<file path="src/rtl/uart_tx_io_port.sv">
// RAT CPU I/O-bus UART transmitter: OUT-driven byte FIFO feeding an 8N1 serializer.
// Optional drain interrupt enabled by defining UART_TX_IRQ_EN.
module uart_tx_io_port #(
    parameter int unsigned CLKS_PER_BIT = 868,
    parameter int unsigned FIFO_DEPTH   = 8,
    parameter logic [7:0]  TX_DATA_PORT = 8'h40,
    parameter logic [7:0]  STATUS_PORT  = 8'h41
) (
    input  logic       clk,
    input  logic       rst,
    input  logic [7:0] port_id,
    input  logic [7:0] out_port,
    input  logic       io_strb,
    output logic [7:0] in_port,
    output logic       tx,
    output logic       irq
);

    localparam int unsigned PtrW  = $clog2(FIFO_DEPTH);
    localparam int unsigned CntW  = PtrW + 1;
    localparam int unsigned BaudW = $clog2(CLKS_PER_BIT);

    localparam logic [BaudW-1:0] BaudLast = BaudW'(CLKS_PER_BIT - 1);
    localparam logic [CntW-1:0]  CntFull  = CntW'(FIFO_DEPTH);

    typedef enum logic [1:0] {StIdle, StStart, StData, StStop} state_e;

    logic [7:0]       mem_q [FIFO_DEPTH];
    logic [PtrW-1:0]  wr_ptr_q, rd_ptr_q;
    logic [CntW-1:0]  count_q, count_d;
    logic             overflow_q;

    state_e           state_q, state_d;
    logic [BaudW-1:0] baud_q, baud_d;
    logic [2:0]       bit_idx_q, bit_idx_d;
    logic [7:0]       shift_q, shift_d;
    logic             tx_q, tx_d;

    logic empty, full, baud_end, busy;
    logic push_req, clr_req, push_ok, ovf_set, pop;
    logic irq_cap;

    assign empty    = (count_q == '0);
    assign full     = (count_q == CntFull);
    assign baud_end = (baud_q == BaudLast);
    assign busy     = (state_q != StIdle);
    assign push_req = io_strb && (port_id == TX_DATA_PORT);
    assign clr_req  = io_strb && (port_id == STATUS_PORT);
    // A pop in the same cycle frees the slot, so a push into a full FIFO still lands.
    assign push_ok  = push_req && (!full || pop);
    assign ovf_set  = push_req && full && !pop;
    assign count_d  = count_q + {{PtrW{1'b0}}, push_ok} - {{PtrW{1'b0}}, pop};

    always_comb begin
        state_d   = state_q;
        baud_d    = baud_q;
        bit_idx_d = bit_idx_q;
        shift_d   = shift_q;
        pop       = 1'b0;
        unique case (state_q)
            StIdle: begin
                if (!empty) begin
                    pop     = 1'b1;
                    shift_d = mem_q[rd_ptr_q];
                    baud_d  = '0;
                    state_d = StStart;
                end
            end
            StStart: begin
                if (baud_end) begin
                    baud_d    = '0;
                    bit_idx_d = 3'd0;
                    state_d   = StData;
                end else begin
                    baud_d = baud_q + 1'b1;
                end
            end
            StData: begin
                if (baud_end) begin
                    baud_d  = '0;
                    shift_d = shift_q >> 1;
                    if (bit_idx_q == 3'd7) begin
                        state_d = StStop;
                    end else begin
                        bit_idx_d = bit_idx_q + 3'd1;
                    end
                end else begin
                    baud_d = baud_q + 1'b1;
                end
            end
            StStop: begin
                if (baud_end) begin
                    baud_d = '0;
                    // Chain straight into the next start bit so frames stay gapless.
                    if (!empty) begin
                        pop     = 1'b1;
                        shift_d = mem_q[rd_ptr_q];
                        state_d = StStart;
                    end else begin
                        state_d = StIdle;
                    end
                end else begin
                    baud_d = baud_q + 1'b1;
                end
            end
            default: state_d = StIdle;
        endcase
    end

    always_comb begin
        tx_d = 1'b1;
        case (state_d)
            StStart: tx_d = 1'b0;
            StData:  tx_d = shift_d[0];
            default: tx_d = 1'b1;
        endcase
    end

    always_ff @(posedge clk) begin
        if (rst) begin
            state_q   <= StIdle;
            baud_q    <= '0;
            bit_idx_q <= 3'd0;
            shift_q   <= 8'h00;
            tx_q      <= 1'b1;
        end else begin
            state_q   <= state_d;
            baud_q    <= baud_d;
            bit_idx_q <= bit_idx_d;
            shift_q   <= shift_d;
            tx_q      <= tx_d;
        end
    end

    always_ff @(posedge clk) begin
        if (rst) begin
            wr_ptr_q   <= '0;
            rd_ptr_q   <= '0;
            count_q    <= '0;
            overflow_q <= 1'b0;
        end else begin
            if (push_ok) wr_ptr_q <= wr_ptr_q + 1'b1;
            if (pop)     rd_ptr_q <= rd_ptr_q + 1'b1;
            count_q <= count_d;
            if (clr_req) begin
                overflow_q <= 1'b0;
            end else if (ovf_set) begin
                overflow_q <= 1'b1;
            end
        end
    end

    always_ff @(posedge clk) begin
        if (push_ok) mem_q[wr_ptr_q] <= out_port;
    end

`ifdef UART_TX_IRQ_EN
    logic irq_q;
    logic frame_done;

    assign frame_done = (state_q == StStop) && baud_end && empty;
    assign irq_cap    = 1'b1;

    always_ff @(posedge clk) begin
        if (rst) irq_q <= 1'b0;
        else     irq_q <= frame_done;
    end

    assign irq = irq_q;
`else
    assign irq_cap = 1'b0;
    assign irq     = 1'b0;
`endif

    always_comb begin
        in_port = 8'h00;
        if (port_id == STATUS_PORT) begin
            in_port = {3'b000, irq_cap, overflow_q, busy, empty, full};
        end
    end

    assign tx = tx_q;

endmodule
</file>
<file path="config.mk">
export PLATFORM = sky130hd
export DESIGN_NAME = uart_tx_io_port
export DESIGN_NICKNAME = d
export VERILOG_FILES = /design/src/rtl/uart_tx_io_port.sv
export SDC_FILE = /design/constraint.sdc
export NUM_CORES = 1
export LEC_CHECK = 0
export BUFFER_PORTS_ARGS = -buffer_cell sky130_fd_sc_hd__buf_2
export CAP_MARGIN = 10
export CORE_ASPECT_RATIO = 0.8
export CORE_UTILIZATION = 35
export CTS_CLUSTER_DIAMETER = 150
export DETAILED_ROUTE_END_ITERATION = 7
export SETUP_SLACK_MARGIN = 0.05
export SLEW_MARGIN = 20
export SYNTH_ARGS = -nofsm -noshare
export SYNTH_HDL_FRONTEND = slang
export SYNTH_SLANG_ARGS = --single-unit
</file>
<file path="constraint.sdc">
create_clock -name clk -period 5.34 [get_ports clk]
set_clock_uncertainty 0.1 [all_clocks]
set_input_delay 0 -clock clk [delete_from_list [all_inputs] [get_ports clk]]
set_output_delay 0 -clock clk [all_outputs]
set_load 0.005 [all_outputs]
</file>
# Word-level counts from Yosys, hierarchy flattened
# Memory sizes are Yosys's and may differ from the RTL's. A register that Yosys moved wholly into a read port is not among the register bits.
# Index checks and enable logic that the tools add are counted.
# classes
n_addsub	6
n_eq_ne	15
muxes	27
n_reduce_logical	17
# ops
cell	count
two-way mux 8 bit	3
case mux 8 bit (3 select lines)	1
two-way mux 10 bit	2
case mux 10 bit (2 select lines)	1
== test 8 x 7 -> 1 bit (second input constant)	2
two-way mux 3 bit	5
adder 10 x 1 -> 10 bit (second input constant)	1
== test 10 bit (second input constant)	1
two-way mux 2 bit	5
inequality test 2 bit (second input constant)	5
adder 3 x 1 -> 3 bit (second input constant)	3
case mux 2 bit (4 select lines)	1
== test 2 bit (second input constant)	3
case mux 3 bit (2 select lines)	1
logical AND 1 bit	5
two-way mux 1 bit	5
adder 4 x 1 -> 4 bit	1
== test 2 x 1 -> 1 bit (second input constant)	2
== test 4 bit (second input constant)	1
logical NOT 4 bit	1
two-way mux 4 bit	1
case mux 1 bit (2 select lines)	2
AND reduction 4 bit	1
nonzero test 2 bit	2
9 further kinds	10
# totals
register_bits	35
mem_bits_rw	64
inputBits	19
output_inout_bits	10
mem_count	1
# memory_table
name	depth	word_bits	read_ports	rd_ports_with_merged_regs	wr	line	text
mem_q	8	8	1	1	1	28	logic [7:0] mem_q [FIFO_DEPTH];

# Logic depth before layout (Yosys ltp)
# Gate-level depths: netlist (run 1).
# logic_depth
word_depth	8
depth_mapped	11
mapped_depth_nobuf	11

# Least setup slack after synthesis (run 1)
# OpenSTA, ideal clock, no wires.
# synth_path
path_kind	reg2reg
start	reg baud_q[0]
end	mem mem_q[1][0] (enable)
arrival_ns	2.552
t_required_ns	4.842
path_slack_ns	2.290
stages_incl_launch_ff	7
n_path_buf	0
period_less_slack_ns	3.050
path_cell_list	dfxtp_1 -> ha_1 -> and4bb_2 -> a41oi_2 -> nor3_2 -> o21ai_1 -> nor4b_1
# synth_via
elab_chain_len	7
# synth_lines
element	line	text
start, declared	34	logic [BaudW-1:0] baud_q, baud_d;
start signal, assigned	128	baud_q <= baud_d;
== test 10 bit	45	assign baud_end = (baud_q == BaudLast);
two-way mux 1 bit	92	if (baud_end) begin
case mux 1 bit (2 select lines)	60	unique case (state_q)
logical OR 1 bit	50	assign push_ok = push_req && (!full || pop);
logical AND 1 bit	50	
two-way mux 1 bit	154	if (push_ok) mem_q[wr_ptr_q] <= out_port;
two-way mux 1 bit (not written as such)	154	
end, declared	28	
# No other way between the ends.

# Worst setup path after layout (run 1)
# layout_path
start	reg state_q[1]
end	mem mem_q[1][0] (enable)
# layout_via
elab_chain_len	6
elab_cells_between_ends	7
classes_between	1 x eq/ne; 3 x mux; 3 x reduce/logical
# layout_lines
element	line	text
start, declared	33	state_e state_q, state_d;
start signal, assigned	121	state_q <= StIdle;
start signal, assigned	127	state_q <= state_d;
== test 2 bit / logical NOT 2 bit (equally long branches)	60	
case mux 1 bit (2 select lines) *	60	
logical OR 1 bit *	50	
logical AND 1 bit *	50	
two-way mux 1 bit *	154	
two-way mux 1 bit (not written as such) *	154	
# Mark *: on every way between the ends. The rest lies on a longest branch, timed or not.

==> reports/results.txt, run 1 <==
status: complete, no violations
vias in the first global route: 2888
setup TNS: 0 ps
reg2reg end: mem_q[1][0]
DRT met1 WL: 4980 um
Slowest-stage cell, CP: nor4b_2
ANT nets after route: 0
Mapped Cells: 351
Vias: 2920
Fmax achieved: 0.300 GHz
Final period util: 62.3%
Worst IR Drop VDD: 0.188 mV
Pwr Total: 0.00219 W
CP Cell Sequence: inv_1 > ha_1 > a41oi_2 > nor3_2 > o21ai_1 > nor4b_2
DP HPWL: 6380 um
Worst Setup Start Kind: flop
CP peak stage delay: 820 ps
antenna cells: 0
buffers added on ports: 23
post-synth top area share: 41.1%
num ports: 29
CTS tree: built
Reg2Reg Setup Slack: 2010 ps
PwrDens: 410 nW/um2
postcts setup bufs: 0
Initial DRT Pass Iterations: 4
Async S/R FF share, synth: 0%
synth top area cells: edfxtp_1, dfxtp_1, mux4_2
crit path DAT: 3200 ps
top layer in use: met4
worst setup slack after placement: 1790 ps
worst reg2reg path depth: 6
Rel. slew slack: 36.5%
Syn Area/Cell: 13.3 um2
worst min path class: primary input to flop
# DRC: 0
Req. time, crit path: 5210 ps
core area: 13000 um2
CTS Sinks: 102
worst r2r src: state_q[1]
root buffer cell: clkbuf_16
setup violators final: 0
Critical path buffers and inverters: 1
final setup margin: 2010 ps
share of layout cells above drive strength 1: 19.8%
initial antenna violation count: 0
Total Die Area: 13800 um2
Avg WL per Cell: 16.7 um
met3 wire len: 353 um
synth warn: 0
synthesized area: 4670 um2
area grow syn2layout: 14.2%
final core occ: 41.2%
Die X: 131 um
GR Overflow Total: 0
CP endpoint kind: flop
flops & latches, synth: 102
worst slew pin tran: 944 ps
TritonCTS buffer count: 9
library cells used by synthesis: 64
Worst-path clk slew: 70 ps
Placer Congestion: 0.769
Final Hold Violating Endpoints: 0
Worst path depth: 6
row count: 37
Initial DRC Count: 193
Worst path top cell family by delay: simple AND/OR/NAND/NOR gates
hold path start: rst
minimum clock period after layout: 3330 ps
number of vias per cell: 5.23
Post-synth EDFFs: 64
worst skew pair latency: 350 ps
routed length on met2: 3890 um
Leakage: 1.84 nW
H-tree levels: 3
Starting Density: 36.1%
critical path class: flop to flop
RSZ-0062 raised after global routing: false
Worst setup startpoint: state_q[1]
die extent in y: 105 um
max cap viols: 0
Max Slew Vio Count: 0
Yosys top cell by area: edfxtp_1
first-pass GRT wire length: 15400 um
clk buf depth: 2
CP Max Fanout: 15
Main synth FF type: edfxtp_1
DRT Wirelength: 9310 um
Layout Nets: 413
Critical Path End: mem_q[1][0]
sequential fraction of the synthesis area: 57.4%
pin count of the biggest net entering global routing: 36
Global Route Usage Sum: 14.2%
[worst reg2reg max path: stages (launching register included)]
cell	delay (ps)
dfxtp_1	370
inv_1	210
ha_1	560
a41oi_2	170
nor3_2	450
o21ai_1	280
nor4b_2	820
[layout by cell type (no fill, tap or decap), types with 6 or more instances in the layout]
cell type,count
nand2b_1,7
clkbuf_16,9
mux2i_1,9
nor3_1,9
o211a_1,6
nand2_1,18
a21oi_1,11
nor2_1,27
dlygate4sd3_1,10
ha_1,15
mux4_2,15
nand3b_1,6
o21ai_0,10
inv_1,7
a221o_1,6
edfxtp_1,64
dfxtp_1,37
buf_2,23
nor2b_1,6
[cells in the mapped netlist, types with 8 or more instances]
| cell | count |
|---|---|
| o21ai_0 | 10 |
| dfxtp_1 | 38 |
| mux2i_1 | 9 |
| clkbuf_1 | 8 |
| ha_1 | 15 |
| nand2_1 | 18 |
| edfxtp_1 | 64 |
| nor3_1 | 12 |
| a21oi_1 | 11 |
| mux4_2 | 15 |
| nor2_1 | 27 |
[final cells by class]
class / instances / area, um2
Fill cell: 1215 / 7620
Timing Repair Buffer: 33 / 215
Tap cell: 175 / 219
Clock inverter: 7 / 67.6
Clock buffer: 9 / 225
Multi-Input combinational cell: 225 / 1900
Inverter: 7 / 26.3
Sequential cell: 102 / 2680
[logic make-up (layout without fill, tap and decap cells)]
| logic type | after synthesis | in the layout | synth area share (%) |
|---|---|---|---|
| muxes | 27 | 27 | 9.88 |
| adders and majority gates | 16 | 16 | 4.44 |
| other | 1 | 5 | 0.0802 |
| and+or+nand+nor | 109 | 109 | 13.4 |
| buffers and inverters | 28 | 56 | 2.97 |
| DFF | 102 | 102 | 57.4 |
| xor gates and xnor gates | 5 | 5 | 0.937 |
| AOI/OAI and AO/OA | 63 | 63 | 10.9 |
[registers in the layout, summed over array words and instances, names as in the netlist, named ones only]
name / flops
wr_ptr_q: 3
count_q: 4
bit_idx_q: 3
baud_q: 10
state_q: 2
overflow_q: 1
mem_q: 64
tx: 1
rd_ptr_q: 3
shift_q: 8
[per-stage QoR]
stage	cell area (um2)	hold WS, ps	cells
2_1_floorplan	4690	-1.13	355
3_3_place_gp	4920	208	532
3_5_place_dp	4920	206	532
4_1_cts	5320	60.4	558
5_1_grt	5340	88.7	558
6_report	5340	69.6	558
[per-layer routing]
layer | GRT usage (%) | vias to the layer above
met4 | 4.29 | 0
met1 | 21.6 | 1441
met2 | 20.5 | 64
met3 | 2.50 | 5
met5 | 0 | -
li1 | - | 1410
[repair_timing]
| action | CTS | global route |
|---|---|---|
| gates resized for setup | 0 | 0 |
| endpoints found under the hold margin | 65 | 0 |
| hold buffers | 10 | 0 |
[power breakdown]
part | switching [W] | internal (W) | total (W) | leakage (nW)
Clock | 0.000316 | 0.000328 | 0.000644 | 0.145
Sequential | 0.0000847 | 0.000893 | 0.000978 | 0.885
Combinational | 0.000304 | 0.000265 | 0.000569 | 0.812
Total | 0.000704 | 0.00149 | 0.00219 | 1.84
[worst min-delay path by stage]
stage,to,slack [ps],cells after the start
after global placement,mem_q[2][2],210,1
after CTS,flop,60,2
after floorplan,mem_q[0][0],-1,0
after global routing,baud_q[2],90,2
final,baud_q[0],70,2
after detailed placement,mem_q[2][2],210,1
(Power assumes the default switching activity.)
==> inputs of run 2 (changes only) <==
clock period = 3.45 ns   (was 5.34 ns; I/O delays follow)
==> reports/results.txt, run 2 (synthesis gave the netlist of run 1 again) <==
Max Slew Vio Count: 0
worst reg2reg path depth: 10
Worst Setup Start Kind: flop
vias in the first global route: 2906
most frequent cells in the layout: edfxtp_1, dfxtp_1, nor2_1
status: complete, no violations
# DRC: 0
largest registers: mem_q: 64 flops, baud_q: 10 flops, shift_q: 8 flops
Starting Density: 36.1%
Total Die Area: 13800 um2
Leakage: 1.89 nW
register share of total power: 43.4%
max cap viols: 0
met3 Use GR: 1.78%
setup violators final: 0
DP HPWL: 6120 um
Clk pwr share: 29.3%
met2 GRT Util: 22.0%
pin count of the biggest net entering global routing: 36
setup TNS: 0 ps
die extent in y: 105 um
Post-CTS Resized: 0
ANT nets after route: 0
met1 GRT Util: 19.5%
clk buf depth: 2
share of layout cells above drive strength 1: 20.8%
Initial DRT Pass Iterations: 5
Initial DRC Count: 133
minimum clock period after layout: 3000 ps
DRT Wirelength: 9170 um
row count: 37
area grow syn2layout: 15.5%
internal power: 0.00232 W
Largest Register: mem_q
PwrDens: 633 nW/um2
GR Overflow Total: 0
fin cells: 569
root buffer cell: clkbuf_16
crit path DAT: 3100 ps
Final period util: 86.9%
CP Max Fanout: 6
buffers added on ports: 23
Hold Worst Slack: 75.1 ps
P_sw: 0.00109 W
Global Route Usage Sum: 13.9%
worst slew pin tran: 838 ps
number of vias per cell: 5.18
antenna cells: 0
CP endpoint kind: flop
initial antenna violation count: 0
commonest non-fill, non-tap cell in the layout: edfxtp_1
Slowest-stage cell, CP: nor3_2
Final Hold Violating Endpoints: 0
Vias: 2945
Rel. slew slack: 44.1%
Combinational Power Share: 27.4%
CP Cell Sequence: ha_1 > and4bb_2 > a41oi_2 > nor3_2 > nand2b_1 > o21ai_0 > ha_1 > fa_1 > xnor2_1 > nor2_1
Worst-path clk slew: 70 ps
Critical path buffers and inverters: 0
CP peak stage delay: 490 ps
core area: 13000 um2
Fmax achieved: 0.334 GHz
Hold Path Stages: 2
CTS Sinks: 102
placed cell count: 543
final core occ: 41.7%
Req. time, crit path: 3560 ps
Die X: 131 um
Placer Congestion: 0.755
Worst IR Drop VDD: 0.295 mV
Layout Nets: 424
critical path class: flop to flop
worst min path class: primary input to flop
num ports: 29
worst skew pair latency: 340 ps
Worst path top cell family by delay: simple AND/OR/NAND/NOR gates
CP most frequent cell: ha_1
first-pass GRT wire length: 15000 um
H-tree levels: 3
Avg WL per Cell: 16.1 um
Net Sw Frac: 32.0%
RSZ-0062 raised after global routing: false
TritonCTS buffer count: 9
CTS tree: built
max reg flops: 64
Worst path depth: 10
grt peak-use layer: met2
-- run 2: changes by cell type in the layout (fill, tap and decap cells not counted), sizes merged --
| cell | previous run | this run |
|---|---|---|
| inv | 10 | 12 |
| clkinvlp | 0 | 1 |
| clkinv | 4 | 1 |
| buf | 23 | 34 |
-- run 2: cell type report --
type / count / area, um2
repair buffers: 44 / 298
fillers: 1219 / 7560
clock inverters: 7 / 67.6
flip-flops and latches: 102 / 2680
clock buffers: 9 / 225
multi-input cells: 225 / 1880
inverters: 7 / 26.3
well taps: 175 / 219
-- run 2: power groups by stage --
stage                     clock (W)  combinational, W  sequential, W
after global routing        0.00106           0.00105        0.00150
after CTS                   0.00102          0.000944        0.00148
final                       0.00100          0.000934        0.00148
after floorplan                   0          0.000757        0.00146
after detailed placement          0          0.000931        0.00151
after global placement            0          0.000902        0.00150
-- run 2: worst paths after layout --
kind             endpoint  slack [ps]          from
min             baud_q[0]          80           rst
min reg2reg  bit_idx_q[1]         360  bit_idx_q[1]
max            count_q[2]         450     baud_q[0]
max reg2reg    count_q[2]         450     baud_q[0]
-- run 2: metal layers --
layer	wire length, um	part of all wire [%]
met5	0	0
met4	130	1.4
met3	236	2.6
met2	4200	46
met1	4600	50
-- run 2: metrics by stage --
stage          instance area, um2  setup WS, ps  total power [W]
3_3_place_gp                 5010           630          0.00241
2_1_floorplan                4690           400          0.00222
4_1_cts                      5400           461          0.00345
5_1_grt                      5400           193          0.00361
6_report                     5400           453          0.00342
3_5_place_dp                 5010           483          0.00244
-- run 2: repair_timing --
item / in CTS / in global routing
hold buffers: 10 / 0
hold endpoints to repair: 65 / 0
setup buffers: 0 / 0
==> inputs of run 3 (changes only) <==
ABC_AREA = 1   (was default)
==> reports/results.txt, run 3 <==
# DRC: 0
Leakage: 2.08 nW
Placer Congestion: 0.813
worst min path class: primary input to flop
Starting Density: 36.6%
Worst Setup Start Kind: flop
antenna cells: 0
Mapped Cells: 525
count leader, synth: nand2_1
minimum clock period after layout: 2580 ps
Worst-path clk slew: 70 ps
commonest non-fill, non-tap cell in the layout: nand2_1
Combinational Power Share: 31.7%
number of vias per cell: 4.90
synth warn: 0
Syn Area/Cell: 9.16 um2
Fmax achieved: 0.388 GHz
pin count of the biggest net entering global routing: 34
row count: 37
root buffer cell: clkbuf_16
Global Route Usage Sum: 16.0%
Critical path buffers and inverters: 2
ANT nets after route: 0
Hold Worst Slack: 22.4 ps
Post-synth EDFFs: 64
status: complete, no violations
TritonCTS buffer count: 9
Vias: 3593
library cells used by synthesis: 41
Initial DRT Pass Iterations: 4
post-synth top area share: 40.0%
Worst IR Drop VDD: 0.252 mV
PwrDens: 658 nW/um2
clk buf depth: 2
max reg flops: 64
largest registers: mem_q: 64 flops, baud_q: 10 flops, shift_q: 8 flops
Clk pwr share: 28.7%
Final Hold Violating Endpoints: 0
max cap viols: 0
Worst path top cell family by delay: simple AND/OR/NAND/NOR gates
Rel. slew slack: 33.8%
Avg WL per Cell: 14.4 um
core area: 13100 um2
Largest Register: mem_q
setup violators final: 0
H-tree levels: 3
synth top area cells: edfxtp_1, dfxtp_1, nand2_1
worst slew pin tran: 992 ps
vias in the first global route: 3303
CP Max Fanout: 6
crit path DAT: 2700 ps
area grow syn2layout: 13.9%
Layout Nets: 590
critical path class: flop to flop
num ports: 29
initial antenna violation count: 0
worst skew pair latency: 360 ps
share of layout cells above drive strength 1: 11.4%
flops & latches, synth: 102
final setup margin: 874 ps
sequential fraction of the synthesis area: 55.8%
Max Slew Vio Count: 0
Slowest-stage cell, CP: fa_1
synthesized area: 4810 um2
register share of total power: 39.6%
CP endpoint kind: flop
P_sw: 0.00128 W
Final period util: 74.7%
RSZ-0062 raised after global routing: false
Total Die Area: 14200 um2
CP peak stage delay: 420 ps
Net Sw Frac: 35.5%
buffers added on ports: 23
worst setup slack after placement: 860 ps
GR Overflow Total: 0
CTS tree: built
setup TNS: 0 ps
Yosys top cell by area: edfxtp_1
die extent in y: 107 um
most frequent cells in the layout: nand2_1, nand3_1, edfxtp_1
CTS Sinks: 102
CP Cell Sequence: ha_1 > inv_1 > nor2_1 > nand3_2 > nand2_4 > nand4_4 > or2_1 > o21ai_1 > ha_1 > fa_1 > inv_1 > nor2_1
DRT Wirelength: 10500 um
DP HPWL: 7370 um
Async S/R FF share, synth: 0%
Commonest cells post-synth: nand2_1, nand3_1, edfxtp_1
Die X: 133 um
Req. time, crit path: 3580 ps
Initial DRC Count: 312
internal power: 0.00232 W
first-pass GRT wire length: 17200 um
Main synth FF type: edfxtp_1
[run 3: cell types whose count changed after synthesis, sizes merged, moves of 9 or more]
cell / change
a21oi: +18
o21ai: +17
mux4: -15
nor2: +18
nand2: +113
nand3: +63
inv: +43
mux2i: -9
[run 3: tightest hold or removal path, delay by kind of cell]
kind | cells | cell delay (ps)
buffers and inverters | 1 | 70
AOI/OAI and AO/OA | 1 | 70
and+or+nand+nor | 3 | 290
[run 3: cell families after synthesis]
group | synth area share [%]
compound gates | 7.15
simple gates | 25.7
xor+xnor | 0.729
buf+inv | 6.30
fa+ha+maj | 4.32
other cells | 0.0780
flops | 55.8
[run 3: area by class of cell]
cell class / instances / area [um2]
clock buffer: 9 / 225
clock inverter: 6 / 76.3
fill: 1314 / 7670
inverter: 52 / 195
multi-input combinational: 354 / 1840
sequential: 102 / 2680
tap: 175 / 219
timing repair buffer: 36 / 240
[run 3: final timing paths]
check	from	end	slack, ps	cells past startpoint
max	baud_q[1]	count_q[1]	870	12
min	port_id[2]	wr_ptr_q[0]	20	5
max reg2reg	baud_q[1]	count_q[1]	870	12
min reg2reg	bit_idx_q[1]	bit_idx_q[1]	360	2
[run 3: per-stage QoR]
stage	std cells	cell area (um2)	total power, W	utilization, %
6_report	734	5480	0.00360	41.7
5_1_grt	734	5480	0.00385	41.7
4_1_cts	734	5480	0.00363	41.7
3_5_place_dp	708	5070	0.00258	38.5
3_3_place_gp	708	5070	0.00256	38.5
2_1_floorplan	529	4820	0.00233	-
[run 3: layer usage]
layer	global-route usage (%)	share of wire, %	vias to the layer above
met5	0	0	-
met4	6.16	1.6	0
met3	5.53	9.0	11
met2	23.0	42	102
met1	22.0	47	1665
li1	-	-	1815
[run 3: power groups by stage]
| stage | registers (W) | logic (W) | clock network (W) |
|---|---|---|---|
| after global placement | 0.00145 | 0.00111 | 0 |
| after detailed placement | 0.00145 | 0.00113 | 0 |
| after CTS | 0.00143 | 0.00114 | 0.00106 |
| after floorplan | 0.00144 | 0.000888 | 0 |
| final | 0.00143 | 0.00114 | 0.00103 |
| after global routing | 0.00144 | 0.00131 | 0.00110 |
[run 3: repair_timing]
| action | CTS | global route |
|---|---|---|
| buffers inserted | 0 | 0 |
| hold endpoints to repair | 67 | 0 |
| gates resized for setup | 0 | 0 |
| hold buffers | 11 | 0 |
